===== config.mk =====
export PLATFORM = sky130hd
export DESIGN_NAME = instr_fetch_unit
export DESIGN_NICKNAME = d
export VERILOG_FILES = /design/src/rtl/instr_fetch_unit.sv
export SDC_FILE = /design/constraint.sdc
export NUM_CORES = 1
export LEC_CHECK = 0
export ABC_CLOCK_PERIOD_IN_PS = 1650
export BUFFER_PORTS_ARGS = -buffer_cell sky130_fd_sc_hd__buf_2
export CAP_MARGIN = 20
export CORE_ASPECT_RATIO = 1.75
export CORE_MARGIN = 2
export CORE_UTILIZATION = 35
export CTS_BUF_LIST = sky130_fd_sc_hd__clkbuf_8
export DETAILED_ROUTE_END_ITERATION = 8
export GPL_TIMING_DRIVEN = 0
export PLACE_DENSITY_LB_ADDON = 0.15
export SLEW_MARGIN = 20
export SYNTH_ARGS = -nofsm -noshare
export SYNTH_HDL_FRONTEND = slang
export SYNTH_SLANG_ARGS = --single-unit

===== constraint.sdc =====
create_clock -name clk -period 1.65 [get_ports clk]
set_input_delay 0.0825 -clock clk [delete_from_list [all_inputs] [get_ports clk]]
set_output_delay 0.0825 -clock clk [all_outputs]
set_load 0.005 [all_outputs]

===== src/rtl/instr_fetch_unit.sv =====
// Instruction fetch stage: owns the PC, fetches one instruction word at a
// time from instruction memory, holds it in the instruction register and
// offers it to decode. A taken-branch redirect replaces the PC and throws
// away any instruction that is held or still in flight.
//
// Handshakes:
//   imem_req/imem_ack: imem_req and imem_addr stay stable from the first
//     request cycle up to and including the cycle imem_ack is high; the
//     read data is taken in that same ack cycle. A request is never
//     withdrawn early except by reset.
//   instr_valid/instr_ready: the held word moves to decode on a rising edge
//     where instr_valid and instr_ready are both 1 and redirect is 0.
//     instr_valid never depends on instr_ready, and instr, opcode and
//     instr_pc stay frozen while the word waits.
module instr_fetch_unit #(
  parameter int                  PC_WIDTH    = 16,
  parameter int                  INSTR_WIDTH = 16,
  parameter logic [PC_WIDTH-1:0] RESET_PC    = '0
) (
  input  logic                   clk,
  input  logic                   rst_n,
  // instruction memory read port
  output logic                   imem_req,
  output logic [PC_WIDTH-1:0]    imem_addr,
  input  logic                   imem_ack,
  input  logic [INSTR_WIDTH-1:0] imem_rdata,
  // decode side
  output logic                   instr_valid,
  input  logic                   instr_ready,
  output logic [INSTR_WIDTH-1:0] instr,
  output logic [3:0]             opcode,
  output logic [PC_WIDTH-1:0]    instr_pc,
  // branch redirect
  input  logic                   redirect,
  input  logic [PC_WIDTH-1:0]    redirect_pc,
  output logic [PC_WIDTH-1:0]    pc,
  // FSM state for debug and checkers: 0 IDLE, 1 FETCH, 2 HOLD, 3 DRAIN
  output logic [1:0]             state_dbg
);

  typedef enum logic [1:0] {
    IDLE  = 2'd0,
    FETCH = 2'd1,
    HOLD  = 2'd2,
    DRAIN = 2'd3
  } state_t;

  localparam logic [PC_WIDTH-1:0] PC_INC = {{(PC_WIDTH-1){1'b0}}, 1'b1};

  state_t                 state_q, state_d;
  logic [PC_WIDTH-1:0]    pc_q, pc_d;
  logic [PC_WIDTH-1:0]    addr_q, addr_d;
  logic [INSTR_WIDTH-1:0] instr_q;
  logic [PC_WIDTH-1:0]    instr_pc_q;
  logic                   capture;

  // Next-state, next-PC and capture decision; redirect takes priority in
  // every state.
  always_comb begin
    state_d = state_q;
    pc_d    = pc_q;
    capture = 1'b0;
    case (state_q)
      IDLE: begin
        state_d = FETCH;
        if (redirect) pc_d = redirect_pc;
      end
      FETCH: begin
        if (redirect) begin
          pc_d = redirect_pc;
          // With ack the stale word is simply dropped and a new request
          // starts; without ack the old request must still be finished.
          state_d = imem_ack ? FETCH : DRAIN;
        end else if (imem_ack) begin
          capture = 1'b1;
          pc_d    = pc_q + PC_INC;
          state_d = HOLD;
        end
      end
      HOLD: begin
        if (redirect) begin
          pc_d    = redirect_pc;
          state_d = FETCH;
        end else if (instr_ready) begin
          state_d = FETCH;
        end
      end
      DRAIN: begin
        if (redirect) pc_d = redirect_pc;
        if (imem_ack) state_d = FETCH;
      end
      default: begin
        state_d = IDLE;
      end
    endcase
  end

  // The request address tracks the PC whenever a fresh request is about to
  // start and is otherwise held, which keeps the old address alive in DRAIN.
  always_comb begin
    addr_d = addr_q;
    if (state_d == FETCH) addr_d = pc_d;
  end

  // State, PC and request address registers.
  always_ff @(posedge clk or negedge rst_n) begin
    if (!rst_n) begin
      state_q <= IDLE;
      pc_q    <= RESET_PC;
      addr_q  <= RESET_PC;
    end else begin
      state_q <= state_d;
      pc_q    <= pc_d;
      addr_q  <= addr_d;
    end
  end

  // Instruction register and its fetch address, loaded only on an
  // accepted (non-redirected) memory response.
  always_ff @(posedge clk or negedge rst_n) begin
    if (!rst_n) begin
      instr_q    <= '0;
      instr_pc_q <= '0;
    end else if (capture) begin
      instr_q    <= imem_rdata;
      instr_pc_q <= pc_q;
    end
  end

  // Outputs decode registered state only.
  always_comb begin
    imem_req    = (state_q == FETCH) || (state_q == DRAIN);
    imem_addr   = addr_q;
    instr_valid = (state_q == HOLD);
    instr       = instr_q;
    opcode      = instr_q[INSTR_WIDTH-1 -: 4];
    instr_pc    = instr_pc_q;
    pc          = pc_q;
    state_dbg   = state_q;
  end

endmodule


Yosys cells after proc, flatten, opt, wreduce, memory -nomap -nowiden
Cells that the tools add are included.
{"block": "classes", "add_sub_neg": 1, "eq_ne": 4, "muxes": 14, "reduce_logical": 3}
{"cell": "2-to-1 mux 16 bit", "count": 3}
{"cell": "case mux 16 bit (2 select lines)", "count": 1}
{"cell": "adder 16 x 1 -> 16 bit (second input constant)", "count": 1}
{"cell": "2-to-1 mux 2 bit", "count": 6}
{"cell": "case mux 2 bit (4 select lines)", "count": 1}
{"cell": "equality test 2 x 1 -> 1 bit (second input constant)", "count": 2}
{"cell": "equality test 2 bit (second input constant)", "count": 2}
{"cell": "2-to-1 mux 1 bit", "count": 3}
{"cell": "OR reduction 3 bit", "count": 1}
{"cell": "zero test 2 bit", "count": 1}
{"cell": "logical OR 1 bit", "count": 1}
{"block": "word_totals", "reg_bits": 66, "inputBits": 37, "out_inout_bits": 72}

Depth between registers and ports, before layout
Gate-level depths: netlist of the first run.
{"block": "depth", "word_depth": 4, "depth_mapped": 6}

Worst setup path after synthesis of the first run
No wires, ideal clock.
{"block": "synth_timing", "kind": "reg2reg", "from": "reg state_q[0], in the netlist state_dbg[0]", "to": "reg addr_q[1], in the netlist imem_addr[1]", "setup_ns": 0.128, "arrival_ns": 1.593, "setup_slack_ns": -0.071, "stages_incl_launch_ff": 6, "period_less_slack_ns": 1.721, "path_cell_list": "dfrtp_1 or3b_1 a21oi_2 nor2_2 buf_6 mux2_1"}
{"block": "synth_via", "elab_chain_len": 4, "word_cells_on_any_way": 13}
{"item": "from (decl)", "line": "50", "source": "state_t state_q, state_d;"}
{"item": "from (signal assigned)", "line": "112", "source": "state_q <= state_d;"}
{"item": "2-to-1 mux 2 bit, on equally long branches", "line": "84, 74"}
{"item": "2-to-1 mux 2 bit, on equally long branches", "line": "81, 69"}
{"item": "case mux 2 bit (4 select lines)", "line": "63", "source": "case (state_q)"}
{"item": "equality test 2 x 1 -> 1 bit", "line": "102", "source": "if (state_d == FETCH) addr_d = pc_d;"}
{"item": "to (signal assigned)", "line": "114", "source": "addr_q <= addr_d;"}
{"item": "to (decl)", "line": "52", "source": "logic [PC_WIDTH-1:0] addr_q, addr_d;"}
Parallel ways exist; a longest one is shown, timed or not.
A chain may end at the register's enable or synchronous reset.

Worst setup path after layout of the first run
{"block": "layout_timing", "from": "reg state_q[1], in the netlist state_dbg[1]", "to": "reg addr_q[4], in the netlist imem_addr[4]"}
{"block": "layout_via", "word_cells_on_any_way": 13}
{"item": "equality test 2 bit or zero test 2 bit (tied branches)", "line": "63"}
{"item": "OR reduction 3 bit (no line)"}
{"item": "case mux 16 bit (2 select lines) (*)", "line": "63"}
{"item": "via pc_d[4]", "line": "51", "source": "logic [PC_WIDTH-1:0] pc_q, pc_d;"}
Mark *: on every way through the listed nets, which the timed path passes. The rest lies on a longest branch.

==> key figures, run 1 <==
Synth
  • Ranking of synthesized cells by area: dfrtp_1 57%, nand2_1 13%, mux2i_1 3.1%
  • Synthesized flop and latch total: between 60 and 70
  • Cells after Synth: 289
  • Largest family of logic cells by synthesized area: simple AND/OR/NAND/NOR gates
  • Post-synthesis adder-cell area fraction: less than 1%
  • Synth Warn #: 0
  • Share of Yosys cell area claimed by the top area cell type: 57.02%
  • Syn Nets: roughly 330
  • Compound-gate portion of the synthesized area: under 10%
  • Syn Area/Cell: 10.02 sq um
  • Post-synthesis mux area share: 7.775%
  • Synth Cell Area: 2897 sq um
  • Synth area leader: dfrtp_1
  • Yosys cell types: 45
  • Post-synthesis sequential area ratio: 57.02%
  • XOR/XNOR Fraction of Synth Area: less than 1%
  • Post-Synth Simple-Gate Area: 22.25%

Final layout
  • P&R area growth vs syn: 46.91%
  • Fin util: 53.44%
  • Commonest non-fill, non-tap cell in the layout: buf_2
  • Final cell count without fillers: 536
  • Most frequent cells in the layout: 107 x buf_2, 100 x nand2_1, 58 x dfrtp_1, 22 x dlygate4sd3_1, 15 x buf_4
  • Nets: between 400 and 500
  • Layout fillers: 753
  • Diodes inserted: 0
  • Final instance area: 4255 sq um
  • Share of cells above drive strength 1: 42.15%

Route
  • Detail-routed via count per cell: 4.851
  • ANT nets after route: 0
  • Initial DRC Count: 99
  • Final WL: 7858 um
  • Post-route DRC: 0
  • Wire per inst: 14.66 um
  • DR pass1 iterations: 4
  • Total number of vias: 2600

CTS
  • Clock Pin Slew Worst Setup and Hold Paths: 0.07 ns
  • Cts bufs inserted: 9
  • Clock latency on the worst-skew pair: 0.34 ns
  • CTS H-tree depth: 3
  • Clk sink count: 66
  • CTS tree: built
  • Clock Tree Buf Depth: 2
  • Clk root buf: clkbuf_8

Floorplan
  • CORE AREA: 7963 sq um
  • Starting density of the core: a little over a third
  • Die height: between 100 and 150 um
  • Site Rows: between 40 and 50
  • Top-level I/O count: 109
  • Die area: 9048 sq um
  • Die X: a little over 70 um

Timing
  • Clock Skew: 0.006762 ns
  • Max Slew Vio Count: 0
  • Final setup viols: 8
  • Setup ws final: -0.03529 ns
  • Max transition margin: between 50% and 60%
  • Final Hold Fails: 0
  • Slew @ Worst Pin: roughly 0.63 ns
  • Hold slack final: between 0.05 and 0.06 ns
  • Final Cycle Share: 102.1%
  • FMAX: 593.4 MHz
  • RSZ-0062 raised after global routing: true
  • Setup TNS: -0.1814 ns
  • Min Clock Period, post-route: 1.685 ns

Place
  • Cell Count Post-Placement: 487
  • Cell Area, Placed: 3600 sq um
  • Post-DP HPWL: 5679 um
  • Placer's final routability congestion estimate: 0.7823
  • I/O Buffers: 107

GRT
  • Via count of the first global-routing pass: 2626
  • Met3 Use GR: 4.288%
  • Grt ovf: 0
  • Initial antenna violation count: 0
  • First-pass GRT wire length: 12480 um
  • GRT busiest layer: met2
  • Routing usage on met1: 19.90%
  • Global Route Usage Sum: between 10% and 20%
  • Largest net degree at the start of global routing: 48
  • Grt met2 use: 31.02%

Worst setup path
  • Setup Crit Path Kind: reg2reg
  • Worst-path fanout max: 9
  • Data required, critical path: 1.93 ns
  • Critical path startpoint category: flop
  • Worst R2R Setup Slack: -0.04 ns
  • WP data arrival: about 2 ns
  • Worst Setup End Kind: flop

Worst hold path
  • HP Class: in2reg

Power and ir drop
  • Power Density: 1090 nW/um^2
  • Worst vdd rail ir drop: roughly 0.57 mV
  • Leak: 2.137 nW

Status
  • Outcome: finished, violations left
  • Violated checks: setup timing

Flow run
  • Max-Cap Viols: 0
[power breakdown]
part / internal [mW] / switching (mW)
Clock: 0.592 / 0.570
Combinational: 0.677 / 0.605
Sequential: 1.96 / 0.227
[registers in the layout, indices dropped and copies added (netlist names)]
name and count:
imem_addr 16, instr_pc 16, state_dbg 2, pc 16
instr 16
[worst paths after layout]
check                                           endpoint  cells after the start                    from
worst max-delay path            imem_addr[4]$_DFFE_PN0N_                      5  state_dbg[1]$_DFF_PN0_
worst min-delay path                     pc[3]$_DFF_PN0_                      3          redirect_pc[3]
worst max register to register  imem_addr[4]$_DFFE_PN0N_                      5  state_dbg[1]$_DFF_PN0_
worst min register to register      instr[4]$_DFFE_PN0P_                      2    instr[4]$_DFFE_PN0P_
max in group asynchronous                pc[4]$_DFF_PN0_                      3                   rst_n
min in group asynchronous       imem_addr[3]$_DFFE_PN0N_                      2                   rst_n
[cell type report]
cell class	count	area, sq um	share of cell area (%)
multi-input cells	200	1271	29.87
clock buffers	11	151.4	3.558
repair buffers	144	914.6	21.49
clock inverters	2	7.507	0.1764
inverters	5	22.52	0.5293
well taps	90	112.6	2.646
plain buffers	18	113.9	2.676
flip-flops and latches	66	1662	39.05
[synth_stat cells (all sizes together)]
library cell / count
nand2: 101
dfrtp: 66
buf: 12
mux2: 12
nor2: 12
a21oi: 10
mux2i: 9
o21ai: 9
a31oi: 7
clkbuf: 6
nand3: 6
inv: 5
o31ai: 4
or4: 4
nor3: 3
or3: 3
o21a: 2
or3b: 2
xor2: 2
a21boi: 1
a41oi: 1
and2b: 1
and3: 1
and4: 1
ha: 1
nand3b: 1
nand4: 1
nand4b: 1
nand4bb: 1
nor3b: 1
nor4: 1
o211ai: 1
xnor2: 1
[repair_timing]
item                                   CTS  global route
setup endpoints to repair               18            24
buffers inserted                        13             2
hold buffers                            22             0
pin swaps                                6             7
endpoints found under the hold margin   87             0
resized for setup                       11            27
[layer usage]
metal  up-vias  share of wire, %
met1      1226                40
li1       1277                 -
met5         -                 0
met4         0               2.8
met3        16               4.6
met2        81                53
[critical path, cell delays in order, from the launching register on]
cell	delay, ns
dfrtp_2	0.44
nand3b_4	0.21
buf_8	0.17
or4_4	0.49
a31oi_4	0.17
mux2_1	0.14
[cells by family (layout without fill, tap and decap cells)]
kind of cell    Yosys count  count (layout)
buf+inv                  23             180
fa+ha+maj                 1               1
xor+xnor                  3               3
compound gates           35              35
simple gates            140             140
mux                      21              21
flops                    66              66
[per-stage QoR]
stage | total power, mW | worst slack [ns]
finish | 4.636 | -0.03529
global route | 4.935 | -0.1031
CTS | 4.637 | -0.02763
detailed placement | 3.350 | -0.1566
global placement | 3.308 | -0.1551
floorplan | 2.742 | -0.01754
Power figures use the tool's default switching activity.
==> inputs of run 2 (changes only) <==
SETUP_SLACK_MARGIN = 0.2   (was unset)
==> run 2 against run 1 <==
Effect of this change: the run still ends with setup timing left; clock-buffer cell count unchanged; sequential power about the same; utilization up 1.9 points; combinational power up 8%; via count up 1.1%; largest cell class unchanged.
==> key figures, run 2 (same netlist as run 1, synthesis figures left out) <==
GRT
  • Grt ovf: 0 (unchanged)
  • Largest net degree at the start of global routing: 46 (was 48)
  • First-pass GRT wire length: 13140 um (was 12480 um)
  • Global Route Usage Sum: 18.70% (was 18.08%)
  • Grt met2 use: 31.98% (was 31.02%)
  • Routing usage on met1: 21.10% (was 19.90%)
  • Via count of the first global-routing pass: 2739 (was 2626)
  • Met3 Use GR: 4.288% (unchanged)
  • Initial antenna violation count: 0 (unchanged)
  • GRT busiest layer: met2 (unchanged)

Flow run
  • Max-Cap Viols: 0 (unchanged)

Status
  • Outcome: finished, violations left (unchanged)
  • Violated checks: setup timing (unchanged)

CTS
  • Clk root buf: clkbuf_8 (unchanged)
  • Clk sink count: 66 (unchanged)
  • Clock latency on the worst-skew pair: 0.33 ns (was 0.34 ns)
  • CTS H-tree depth: 3 (unchanged)
  • Clock Tree Buf Depth: 2 (unchanged)
  • Clock Pin Slew Worst Setup and Hold Paths: 0.07 ns (about the same)
  • Cts bufs inserted: 9 (unchanged)
  • CTS tree: built (unchanged)

Floorplan
  • Starting density of the core: 36.38% (unchanged)
  • Site Rows: 43 (unchanged)
  • Die area: 9048 sq um (unchanged)
  • Top-level I/O count: 109 (unchanged)
  • CORE AREA: 7963 sq um (unchanged)
  • Die X: 72.77 um (unchanged)
  • Die height: 124.3 um (unchanged)

Final layout
  • Layout fillers: 791 (was 753)
  • Share of cells above drive strength 1: 47.57% (was 42.15%)
  • Most frequent cells in the layout: 110 x buf_2, 98 x nand2_1, 60 x dfrtp_1, 22 x buf_4, 19 x dlygate4sd3_1 (was 107 x buf_2, 100 x nand2_1, 58 x dfrtp_1, 22 x dlygate4sd3_1, 15 x buf_4)
  • Final cell count without fillers: 542 (was 536)
  • Multi-input logic area: 1365 sq um (was 1271 sq um)
  • P&R area growth vs syn: 52.18% (was 46.91%)
  • Register area: 1659 sq um (was 1662 sq um)
  • Commonest non-fill, non-tap cell in the layout: buf_2 (unchanged)
  • Nets: 488 (was 482)
  • Diodes inserted: 0 (unchanged)

Timing
  • Final Cycle Share: 102.1% (about the same)
  • Final setup viols: 7 (was 8)
  • RSZ-0062 raised after global routing: true (unchanged)
  • Max transition margin: 54.90% (was 57.95%)
  • Final Hold Fails: 0 (unchanged)
  • Hold slack final: 0.02243 ns (was 0.05273 ns)
  • Max Slew Vio Count: 0 (unchanged)
  • Min Clock Period, post-route: 1.685 ns (about the same)
  • Slew @ Worst Pin: 0.6765 ns (was 0.6308 ns)
  • FMAX: 593.6 MHz (was 593.4 MHz)
  • Setup TNS: -0.1897 ns (was -0.1814 ns)
  • Clock Skew: 0.005219 ns (was 0.006762 ns)
  • Setup ws final: -0.03456 ns (was -0.03529 ns)

Route
  • Post-route DRC: 0 (unchanged)
  • ANT nets after route: 0 (unchanged)
  • Detail-routed via count per cell: 4.849 (was 4.851)
  • Total number of vias: 2628 (was 2600)
  • DR pass1 iterations: 4 (unchanged)
  • Final WL: 8155 um (was 7858 um)
  • Wire per inst: 15.05 um (was 14.66 um)
  • Initial DRC Count: 107 (was 99)

Power and ir drop
  • Leak: 2.241 nW (was 2.137 nW)
  • Design Power: 4.726 mW (was 4.636 mW)
  • Power Density: 1072 nW/um^2 (was 1090 nW/um^2)
  • Sw frac: 30.27% (was 30.24%)
  • Net Switching: 1.431 mW (was 1.402 mW)
  • Worst vdd rail ir drop: 0.5762 mV (was 0.5652 mV)
  • Combinational share of power: 29.3% (was 27.7%)
  • Clk pwr share: 24.4% (was 25.1%)
  • Share of power burned in registers: 46.3% (was 47.3%)
  • Power Internal: 3.295 mW (was 3.234 mW)

Place
  • Cell Count Post-Placement: 487 (unchanged)
  • Placer's final routability congestion estimate: 0.7505 (was 0.7823)
  • I/O Buffers: 107 (unchanged)
  • Post-DP HPWL: 5644 um (was 5679 um)
  • Placement Setup Slack: -0.1486 ns (was -0.1566 ns)

Worst setup path
  • Worst-path fanout max: 10 (was 9)
  • Setup Crit Path Kind: reg2reg (unchanged)
  • Data required, critical path: 1.93 ns (about the same)
  • Worst Setup End Kind: flop (unchanged)
  • WP data arrival: 1.96 ns (was 1.97 ns)
  • Critical path startpoint category: flop (unchanged)

Worst hold path
  • HP Class: in2reg (unchanged)
run 2: cell count changes in the layout (fill, tap and decap cells not counted), sizes merged:
cell,change
inv,+1
clkinvlp,-1
buf,+9
dlygate4sd3,-3
run 2: per-layer routing:
| layer | part of all wire [%] | up-vias | wire length, um |
|---|---|---|---|
| met4 | 3.4 | 0 | 281 |
| met5 | 0 | - | 0 |
| met2 | 52 | 83 | 4250 |
| li1 | - | 1285 | - |
| met1 | 40 | 1241 | 3231 |
| met3 | 4.8 | 19 | 392 |
run 2: final timing paths:
check	start	end	slack, ns	cells past startpoint
setup reg to reg	state_dbg[1]$_DFF_PN0_	imem_addr[4]$_DFFE_PN0N_	-0.03	5
max in group asynchronous	rst_n	pc[4]$_DFF_PN0_	0.95	3
setup / recovery	state_dbg[1]$_DFF_PN0_	imem_addr[4]$_DFFE_PN0N_	-0.03	5
min in group asynchronous	rst_n	imem_addr[1]$_DFFE_PN0N_	0.18	2
hold / removal	redirect_pc[0]	pc[0]$_DFF_PN0_	0.02	3
hold reg to reg	instr[6]$_DFFE_PN0P_	instr[6]$_DFFE_PN0P_	0.47	2
run 2: power groups by stage:
stage	logic [mW]	registers (mW)	clock network [mW]
5_1_grt	1.54	2.24	1.26
3_5_place_dp	1.13	2.22	0
3_3_place_gp	1.11	2.21	0
6_report	1.38	2.19	1.15
4_1_cts	1.34	2.19	1.19
2_1_floorplan	0.517	2.23	0
run 2: worst max-delay path, cell delays in order (launching register included):
cell and delay, ns:
dfrtp_2 0.43, nand3b_4 0.20, buf_8 0.16, or4_4 0.49, a31oi_4 0.18, mux2_4 0.16
run 2: timing repair:
item	CTS	global route
pin swaps	13	13
hold endpoints to repair	84	0
endpoints found under the setup margin	60	47
gates resized for setup	34	27
setup buffers	18	5
cloned	0	0
hold buffers	19	0
run 2: cell type report:
class / instances / share of cell area (%)
plain buffers: 18 / 2.838
well taps: 90 / 2.555
clock buffers: 11 / 3.435
clock inverters: 2 / 0.1703
repair buffers: 150 / 21.97
multi-input cells: 200 / 30.97
flip-flops and latches: 66 / 37.64
inverters: 5 / 0.4258
run 2: metrics by stage:
step           instance area, sq um  util, %
5_1_grt                        4408    55.36
3_5_place_dp                   3617    45.43
3_3_place_gp                   3587    45.05
6_report                       4408    55.36
4_1_cts                        4275    53.69
2_1_floorplan                  2939        -
==> inputs of run 3 (changes only) <==
--- a/config.mk
+++ b/config.mk
@@ -14,5 +14,5 @@
 export CTS_BUF_LIST = sky130_fd_sc_hd__clkbuf_8
 export DETAILED_ROUTE_END_ITERATION = 8
-export GPL_TIMING_DRIVEN = 0
+export GPL_TIMING_DRIVEN = 1
 export PLACE_DENSITY_LB_ADDON = 0.15
 export SETUP_SLACK_MARGIN = 0.2
==> constraint.sdc (replaced) <==
create_clock -name clk -period 1.65 [get_ports clk]
set_input_delay 0.0825 -clock clk [delete_from_list [all_inputs] [get_ports clk]]
set_output_delay 0.0825 -clock clk [all_outputs]
set_load 0.05 [all_outputs]
==> run 3 against run 2 <==
Effect of this change: the run still ends with setup timing left; utilization increased by 0.60 points; worst setup slack got worse by 0.031 ns; fmax decreased by 1.8%; first-iteration DRC count increased by 15%; combinational power increased by 95%; sequential share of layout area decreased by 0.29 points; register-to-register slack got worse by 0.03 ns; global-route usage increased by 0.42 points; largest cell class unchanged.
==> key figures, run 3 (same netlist as run 1, synthesis figures left out) <==
Status
  • Outcome: finished, violations left (unchanged)
  • Violated checks: setup timing (unchanged)

Floorplan
  • Die X: 72.77 um (unchanged)
  • Starting density of the core: 36.38% (unchanged)
  • Top-level I/O count: 109 (unchanged)
  • CORE AREA: 7963 sq um (unchanged)
  • Die area: 9048 sq um (unchanged)
  • Site Rows: 43 (unchanged)
  • Die height: 124.3 um (unchanged)

Timing
  • FMAX: 583.0 MHz (was 593.6 MHz)
  • RSZ-0062 raised after global routing: true (unchanged)
  • Hold slack final: 0.05998 ns (was 0.02243 ns)
  • Clock Skew: 0.007306 ns (was 0.005219 ns)
  • Slew @ Worst Pin: 0.5919 ns (was 0.6765 ns)
  • Max Slew Vio Count: 0 (unchanged)
  • Setup ws final: -0.06541 ns (was -0.03456 ns)
  • Setup TNS: -0.4449 ns (was -0.1897 ns)
  • Max transition margin: 60.49% (was 54.90%)
  • Final Hold Fails: 0 (unchanged)
  • Final Cycle Share: 104.0% (was 102.1%)
  • Final setup viols: 17 (was 7)
  • Min Clock Period, post-route: 1.715 ns (was 1.685 ns)

GRT
  • Largest net degree at the start of global routing: 67 (was 46)
  • Global Route Usage Sum: 19.12% (was 18.70%)
  • Initial antenna violation count: 0 (unchanged)
  • Grt ovf: 0 (unchanged)
  • Via count of the first global-routing pass: 2693 (was 2739)
  • First-pass GRT wire length: 13080 um (was 13140 um)

Final layout
  • Share of cells above drive strength 1: 47.69% (was 47.57%)
  • Diodes inserted: 0 (unchanged)
  • Layout fillers: 746 (was 791)
  • P&R area growth vs syn: 53.82% (was 52.18%)
  • Most frequent cells in the layout: 107 x buf_2, 100 x nand2_1, 56 x dfrtp_1, 29 x buf_4, 24 x dlygate4sd3_1 (was 110 x buf_2, 98 x nand2_1, 60 x dfrtp_1, 22 x buf_4, 19 x dlygate4sd3_1)
  • Commonest non-fill, non-tap cell in the layout: buf_2 (unchanged)
  • Nets: 489 (was 488)
  • Fin util: 55.96% (was 55.36%)

Route
  • Initial DRC Count: 123 (was 107)
  • Met3 routed WL: 336 um (was 392 um)
  • WL met2: 4390 um (was 4250 um)
  • Top sig layer: met4 (unchanged)
  • Wire per inst: 15.53 um (was 15.05 um)
  • Total number of vias: 2651 (was 2628)
  • DR pass1 iterations: 4 (unchanged)
  • Final WL: 8463 um (was 8155 um)
  • Detail-routed via count per cell: 4.864 (was 4.849)
  • Metal1 wirelength: 3517 um (was 3231 um)
  • Post-route DRC: 0 (unchanged)
  • ANT nets after route: 0 (unchanged)

Place
  • Post-DP HPWL: 5502 um (was 5644 um)
  • I/O Buffers: 108 (was 107)
  • Placer's final routability congestion estimate: 0.7774 (was 0.7505)

CTS
  • Cts bufs inserted: 9 (unchanged)
  • Clk sink count: 66 (unchanged)
  • Clock latency on the worst-skew pair: 0.35 ns (was 0.33 ns)
  • Clock Tree Buf Depth: 2 (unchanged)
  • CTS H-tree depth: 3 (unchanged)
  • Clk root buf: clkbuf_8 (unchanged)
  • Clock Pin Slew Worst Setup and Hold Paths: 0.07 ns (about the same)
  • CTS tree: built (unchanged)

Worst setup path
  • Worst-path fanout max: 7 (was 10)
  • Worst Setup End Kind: flop (unchanged)
  • CP startpoint: state_dbg[1]$_DFF_PN0_ (unchanged)
  • WP data arrival: 2.01 ns (was 1.96 ns)
  • Data required, critical path: 1.94 ns (was 1.93 ns)
  • Reg-to-Reg Start: state_dbg[1]$_DFF_PN0_ (unchanged)
  • Critical path startpoint category: flop (unchanged)
  • Setup Crit Path Kind: reg2reg (unchanged)

Power and ir drop
  • Leak: 2.235 nW (was 2.241 nW)
  • Worst vdd rail ir drop: 0.7431 mV (was 0.5762 mV)
  • Design Power: 6.086 mW (was 4.726 mW)
  • Power Density: 1366 nW/um^2 (was 1072 nW/um^2)

Worst hold path
  • Hold path start: redirect_pc[14] (was redirect_pc[0])
  • HP Class: in2reg (unchanged)

Flow run
  • Max-Cap Viols: 0 (unchanged)
## run 3: final timing paths
check	end	slack (ns)	depth (start not counted)
min in group asynchronous	imem_addr[2]$_DFFE_PN0N_	0.28	3
min reg2reg	instr_pc[15]$_DFFE_PN0P_	0.47	2
max	imem_addr[7]$_DFFE_PN0N_	-0.07	5
max in group asynchronous	pc[7]$_DFF_PN0_	1.07	3
max reg2reg	imem_addr[7]$_DFFE_PN0N_	-0.07	5
min	pc[14]$_DFF_PN0_	0.06	3
## run 3: metrics by stage
stage | std cells | cell area [sq um] | setup WS, ns
detailed placement | 491 | 3697 | -0.2453
finish | 545 | 4456 | -0.06541
CTS | 541 | 4322 | -0.05189
floorplan | 289 | 2952 | -0.1297
global route | 545 | 4456 | -0.09656
global placement | 491 | 3697 | -0.2252
## run 3: routing by layer
layer | track usage (%) | vias up
met5 | 0 | -
met3 | 4.612 | 18
met2 | 33.16 | 72
met1 | 21.49 | 1270
met4 | 8.497 | 0
li1 | - | 1291
## run 3: timing repair
action                                  4_1_cts  5_1_grt
buffers inserted                             10        4
hold endpoints to repair                     89        0
hold buffers                                 24        0
endpoints found under the setup margin       50       47
pin swaps                                     8        7
gates cloned                                  1        0
resized for setup                            29       19
## run 3: report_power, final
part,switching [mW],internal (mW),total [mW]
Combinational,1.95,0.732,2.69
Clock,0.599,0.605,1.20
Sequential,0.229,1.97,2.19
## run 3: final cells by class
cell class / instances / area [sq um] / share of cell area, %
Tap cell: 90 / 112.6 / 2.527
Sequential cell: 66 / 1664 / 37.35
Timing Repair Buffer: 168 / 1101 / 24.71
Clock buffer: 11 / 151.4 / 3.398
Inverter: 5 / 22.52 / 0.5055
Multi-Input combinational cell: 201 / 1385 / 31.09
Clock inverter: 4 / 18.77 / 0.4212
## run 3: worst max-delay path: stages, from the launching register on
cell and delay, ns:
dfrtp_2 0.43, nand3b_4 0.18, buf_12 0.14, or4_4 0.53
a31oi_4 0.21, mux2_4 0.17
